<file path="src/rtl/axi_rd_arbiter.sv">
// ---------------------------------------------------------------------------
// axi_rd_arbiter
//   Two-master AXI read arbiter. m0 (icache) and m1 (dcache) share one
//   memory-bus read port. A three-state FSM (IDLE/ADDR/DATA) grants one
//   master per burst. The owner is held until its rlast beat, and at least
//   one idle cycle separates bursts. Ties go round-robin (RR=1) or to m0
//   (RR=0).
//
// Ports
//   clk, rst                      clock, asynchronous active-high reset
//   arvalid_m*/ar_m*/arready_m*   per-master read-address channel
//   rvalid_m*/r_m*/rready_m*      per-master read-data channel
//   arvalid1/ar1/arready1         shared bus read-address channel
//   rvalid1/r1/rready1            shared bus read-data channel (r1[0] = rlast)
//   grant                         one-hot bus owner (bit0 = m0), 00 when idle
//   busy                          high in ADDR or DATA
// ---------------------------------------------------------------------------
module axi_rd_arbiter #(
    parameter int RR   = 1,
    parameter int AR_W = 45,
    parameter int R_W  = 67
) (
    input  logic            clk,
    input  logic            rst,
    input  logic            arvalid_m0,
    input  logic            arvalid_m1,
    input  logic [AR_W-1:0] ar_m0,
    input  logic [AR_W-1:0] ar_m1,
    output logic            arready_m0,
    output logic            arready_m1,
    output logic            rvalid_m0,
    output logic            rvalid_m1,
    output logic [R_W-1:0]  r_m0,
    output logic [R_W-1:0]  r_m1,
    input  logic            rready_m0,
    input  logic            rready_m1,
    output logic            arvalid1,
    output logic [AR_W-1:0] ar1,
    input  logic            arready1,
    input  logic            rvalid1,
    input  logic [R_W-1:0]  r1,
    output logic            rready1,
    output logic [1:0]      grant,
    output logic            busy
);

    typedef enum logic [1:0] {IDLE, ADDR, DATA} state_t;

    state_t     state, state_nxt;
    logic [1:0] grant_q, grant_nxt;
    logic       m1_next_q, m1_next_nxt;   // round-robin pointer: 1 = m1 wins next tie
    logic [7:0] beat_cnt, beat_cnt_nxt;

    // NOTE: state registers use non-blocking assignments so every flop samples
    // pre-edge values; blocking here would create order-dependent races.
    always_ff @(posedge clk or posedge rst) begin
        if (rst) begin
            state     <= IDLE;
            grant_q   <= 2'b00;
            m1_next_q <= 1'b0;
            beat_cnt  <= 8'd0;
        end else begin
            state     <= state_nxt;
            grant_q   <= grant_nxt;
            m1_next_q <= m1_next_nxt;
            beat_cnt  <= beat_cnt_nxt;
        end
    end

    // NOTE: every signal written in a combinational block gets a default first,
    // so no path leaves it unassigned and no latch is inferred.
    always_comb begin
        state_nxt    = state;
        grant_nxt    = grant_q;
        m1_next_nxt  = m1_next_q;
        beat_cnt_nxt = beat_cnt;
        case (state)
            IDLE: begin
                if (arvalid_m0 || arvalid_m1) begin
                    state_nxt = ADDR;
                    if (arvalid_m0 && arvalid_m1)
                        grant_nxt = (RR != 0 && m1_next_q) ? 2'b10 : 2'b01;
                    else
                        grant_nxt = arvalid_m0 ? 2'b01 : 2'b10;
                end
            end
            ADDR: begin
                if (arvalid1 && arready1) begin
                    state_nxt    = DATA;
                    beat_cnt_nxt = 8'd0;
                end
            end
            DATA: begin
                if (rvalid1 && rready1) begin
                    beat_cnt_nxt = beat_cnt + 8'd1;
                    if (r1[0]) begin
                        state_nxt   = IDLE;
                        // m0 just finished, so m1 gets the next tie, and vice versa.
                        m1_next_nxt = grant_q[0];
                    end
                end
            end
            default: state_nxt = IDLE;
        endcase
    end

    // Channel muxing is purely combinational from the registered state. An
    // asynchronous reset therefore drops every output without waiting for a
    // clock edge.
    always_comb begin
        arvalid1   = 1'b0;
        ar1        = '0;
        arready_m0 = 1'b0;
        arready_m1 = 1'b0;
        rvalid_m0  = 1'b0;
        rvalid_m1  = 1'b0;
        r_m0       = '0;
        r_m1       = '0;
        rready1    = 1'b0;
        grant      = 2'b00;
        busy       = 1'b0;
        case (state)
            ADDR: begin
                busy  = 1'b1;
                grant = grant_q;
                if (grant_q[0]) begin
                    arvalid1   = arvalid_m0;
                    ar1        = ar_m0;
                    arready_m0 = arready1;
                end else begin
                    arvalid1   = arvalid_m1;
                    ar1        = ar_m1;
                    arready_m1 = arready1;
                end
            end
            DATA: begin
                busy  = 1'b1;
                grant = grant_q;
                if (grant_q[0]) begin
                    rvalid_m0 = rvalid1;
                    r_m0      = r1;
                    rready1   = rready_m0;
                end else begin
                    rvalid_m1 = rvalid1;
                    r_m1      = r1;
                    rready1   = rready_m1;
                end
            end
            default: ;
        endcase
    end

endmodule

</file>
<file path="config.mk">
export PLATFORM = sky130hd
export DESIGN_NAME = axi_rd_arbiter
export DESIGN_NICKNAME = d
export VERILOG_FILES = /design/src/rtl/axi_rd_arbiter.sv
export SDC_FILE = /design/constraint.sdc
export NUM_CORES = 1
export LEC_CHECK = 0
export CORE_AREA = 3 3 138 140
export DETAILED_ROUTE_END_ITERATION = 8
export DIE_AREA = 0 0 141 143
export GPL_ROUTABILITY_DRIVEN = 1
export SETUP_SLACK_MARGIN = 0.1
export SLEW_MARGIN = 40
export SYNTH_ARGS = -nofsm -noshare
export SYNTH_HDL_FRONTEND = slang
export SYNTH_SLANG_ARGS = --single-unit
export TNS_END_PERCENT = 10
</file>
<file path="constraint.sdc">
create_clock -name clk -period 3 [get_ports clk]
set_input_delay 0.45 -clock clk [delete_from_list [all_inputs] [get_ports clk]]
set_output_delay 0.45 -clock clk [all_outputs]
set_load 0.02 [all_outputs]
</file>
Yosys cells after proc, flatten, opt, wreduce, memory -nomap -nowiden --
Index checks and enable logic that the tools add are counted.
Word-level totals: memories 0, latch bits 0, bits in writable memories 0, ROM bits 0, logic and storage cells 46, register bits 5
Cells by class: shift operators 0, bitwise gates (word level) 0, div/mod/pow operators 0, mux-type cells 28, eq/ne operators 6, add/sub/neg operators 0, order comparisons 0, reductions and logical operators 9, multiply operators 0
Operator list (number):
- $mux W67 | 4
- $mux W45 | 2
- $mux W2 | 8
- $mux W1 | 13
- $ne A2 B2 Y1 const B | 4
- $pmux W2 S3 | 1
- $reduce_and A4 Y1 | 1
- $logic_and A1 B1 Y1 | 3
- $reduce_and A3 Y1 | 1
- $eq A2 B1 Y1 const B | 1
- $eq A2 B2 Y1 const B | 1
- $logic_not A2 Y1 | 1
- $reduce_and A2 Y1 | 1
- $reduce_or A2 Y1 | 1
- $logic_or A1 B1 Y1 | 1

Logic depth before layout (Yosys ltp) --
depth after elaboration 5, gate-level depth with buffers 6, gate-level depth less buffers 6

Least setup slack after synthesis --
OpenSTA, ideal clock, no wires.
path kind reg-to-output, from reg state[0], to out r_m1[46], stages on the path, launching flop included 7, required time 2550 ps, path slack 971 ps, data arrival time 1579 ps, buffers on the path 2, cell sequence dfrtp_1 inv_1 ha_1 and2b_1 clkbuf_1 clkbuf_1 and2_1
On the way: word-level cells in the longest chain between the ends 2
RTL lines:
- start, declared | RTL line 49 | state_t state, state_nxt;
- start signal, assigned | RTL line 63 | state <= state_nxt;
- $eq A2 B2 Y1 | RTL line 122 | case (state)
- $mux W67 | RTL line 122
- end, declared | RTL line 34 | output logic [R_W-1:0] r_m1,
Every way passes these cells.

Worst setup path in the final report --
from reg state[0], to out r_m1[59]
The elaborated chain is that of the path after synthesis.

==> results.json <==
{
  "status": "finished clean",
  "stdcell_count": 861,
  "final_cell_mix": "clkdlybuf4s50_1 (352), and2_1 (70), and3_1 (69)",
  "drv_cap": 0,
  "skew_ns": 0.000908,
  "path_class": "flip-flop to output pin",
  "port_buffers": 352,
  "top_level_ports": 353,
  "endpoint_kind": "output pin",
  "antenna_cells": 0,
  "slowest_delay_ns": 0.61,
  "synth_seq_cells": 5,
  "slew_headroom": 0.701,
  "setup_viol": 0,
  "hpwl_microns": 10300,
  "vdd_drop_max_mv": 0.385,
  "cts_resized": 0,
  "die_height_microns": 143,
  "slew_violations": 0,
  "die_area_sq_mm": 0.0202,
  "synthMuxAreaShare": 0.230,
  "layout-drive-gt1-share": 0.0222,
  "rsz0062_at_grt": "no",
  "synth_compound_area_frac": 0.0329,
  "syn_inst": 301,
  "gr-total-overflow": 0,
  "avgSynthCellArea_sq_um": 6.95,
  "final.min_clock_period_ns": 2.59,
  "cts_max_level": 1,
  "synthDistinctLibCells": 22,
  "start_util": 0.117,
  "synthAdderAreaFrac": 0.0239,
  "die_w_microns": 141,
  "reg2reg_depth": 7,
  "wl_microns": 12400,
  "cts_buffers": 3,
  "drt_first_iter_violations": 60,
  "fin_nets": 802,
  "required_ns": 2.55,
  "drc": 0,
  "vias": 3275,
  "fin_crit_sh": 0.864,
  "p_leak_nw": 2.56,
  "hold-worst-slack_ns": 0.436,
  "synth_seq_area_share": 0.0598,
  "drtAntennaViolNets": 0,
  "synth_nets": 470,
  "r2r_slack_ns": 1.21,
  "synthSimpleGateAreaFrac": 0.577,
  "path_cells": "inv_1 > ha_2 > and2b_2 > buf_12 > and2_1 > clkdlybuf4s50_1",
  "cp_slowest_cell": "clkdlybuf4s50_1",
  "globalplace.congestion": 0.783,
  "cpLargestDelayFamily": "buffers and inverters",
  "hold_viol_final": 0,
  "rows": 49,
  "grt_pass1_wl_microns": 17900,
  "worstPathBufferInverterCount": 3,
  "ctsHoldBuffers": 0,
  "grt_pass1_vias": 3181,
  "finalSetupTns_ns": 0,
  "placed_cells": 857,
  "grt_max_degree": 71,
  "crit_fanout": 56,
  "synth_top_family_by_area": "simple AND/OR/NAND/NOR gates",
  "area_delta_synth_final_pct": 186,
  "clock-root-buffer": "clkbuf_16",
  "crit_arrival_ns": 2.14,
  "clock.fmax_mhz": 386,
  "synth.cell_area_sq_mm": 0.00209,
  "r2r_start": "state[1]$_DFFE_PP0P_",
  "drt-wirelength-per-cell_microns": 14.4,
  "vias_per_cell": 3.80,
  "hp-class": "input port to async pin",
  "core_area_sq_mm": 0.0180,
  "path_clk_slew_ns": 0.03,
  "antenna_found_initial": 0,
  "yosys_warnings": 0,
  "cts_tree": "done",
  "drtPass1Iterations": 4,
  "start_kind": "flip-flop",
  "grtUsageTotal": 0.109,
  "clock_latency_ns": 0.22,
  "clock_path_buffers": 2,
  "power_density_mw_per_mm2": 630,
  "synth-xor-area-share": 0,
  "cts.sinks": 5,
  "layout_commonest_cell": "clkdlybuf4s50_1",
  "cts_setup_buffers": 0,
  "worst_r2r_endpoint": "state[1]$_DFFE_PP0P_",
  "worst-slew-pin-transition_ns": 0.444
}
per-stage QoR:
stage | worst slack [ns] | cell area [sq um] | total power [mW] | util
after floorplan | 0.971 | 2090 | 1.98 | -
after global routing | 0.291 | 5980 | 4.01 | 0.333
final | 0.408 | 5980 | 3.77 | 0.333
after CTS | 0.398 | 5980 | 3.82 | 0.333
after detailed placement | 0.640 | 5900 | 3.59 | 0.328
after global placement | 0.645 | 5900 | 3.61 | 0.328
cells by family (layout without fill, tap and decap cells):
kind of cell | count (synthesis) | count (layout)
AND/OR/NAND/NOR | 196 | 196
multiplexers | 48 | 48
adder cells (fa/ha/maj) | 4 | 4
AO/OA/AOI/OAI | 11 | 11
flip-flops | 5 | 5
buffers and inverters | 37 | 368
Yosys cell counts:
library cell	instances	area [sq um]
and2_1	70	438
and3_1	69	432
nor2b_1	48	300
mux2i_1	47	470
clkbuf_1	26	97.6
buf_4	5	37.5
dfrtp_1	5	125
inv_1	5	18.8
a21oi_1	4	20.0
ha_1	4	50.1
nand2_1	4	15.0
nor2_1	3	11.3
o21ai_0	2	10.0
a211oi_1	1	7.51
a21o_1	1	7.51
a221oi_1	1	8.76
a31o_1	1	8.76
a31oi_1	1	6.26
and2b_1	1	7.51
buf_2	1	5.00
mux2_2	1	11.3
nand3_1	1	5.00
worst max path at each step:
stage / from / to / slack (ns) / cells past startpoint
after floorplan: state[0]$_DFFE_PP0P_ / r_m1[46] / 0.97 / 6
after global placement: arvalid_m1 / arvalid1 / 0.65 / 4
after detailed placement: arvalid_m1 / arvalid1 / 0.64 / 4
after CTS: state[0]$_DFFE_PP0P_ / r_m1[66] / 0.40 / 6
after global routing: state[0]$_DFFE_PP0P_ / r_m1[56] / 0.29 / 6
final: state[0]$_DFFE_PP0P_ / r_m1[59] / 0.41 / 6
power breakdown:
part / internal (mW) / switching [mW] / leakage [nW]
sequential: 0.106 / 0.0248 / 0.0599
combinational: 1.70 / 1.72 / 2.46
clock: 0.176 / 0.0412 / 0.0382
metal layers:
layer / global-route usage / vias to the layer above / wire [microns]
met3: 0.0368 / 2 / 1330
met2: 0.211 / 197 / 6450
met4: 0.0107 / 0 / 17
met1: 0.118 / 1399 / 4630
met5: 0 / - / 0
li1: - / 1677 / -
flip-flops by register name, summed over array words and instances (netlist names):
name	flops
grant_q	2
state	2
m1_next_q	1
area by class of cell:
class	instances	area [sq um]
inverter	5	18.8
multi-input combinational	259	1810
clock buffer	4	78.8
fill	1903	12000
tap	229	287
timing repair buffer	359	3650
sequential	5	129
No activity file was read; power rests on OpenSTA's default activity.
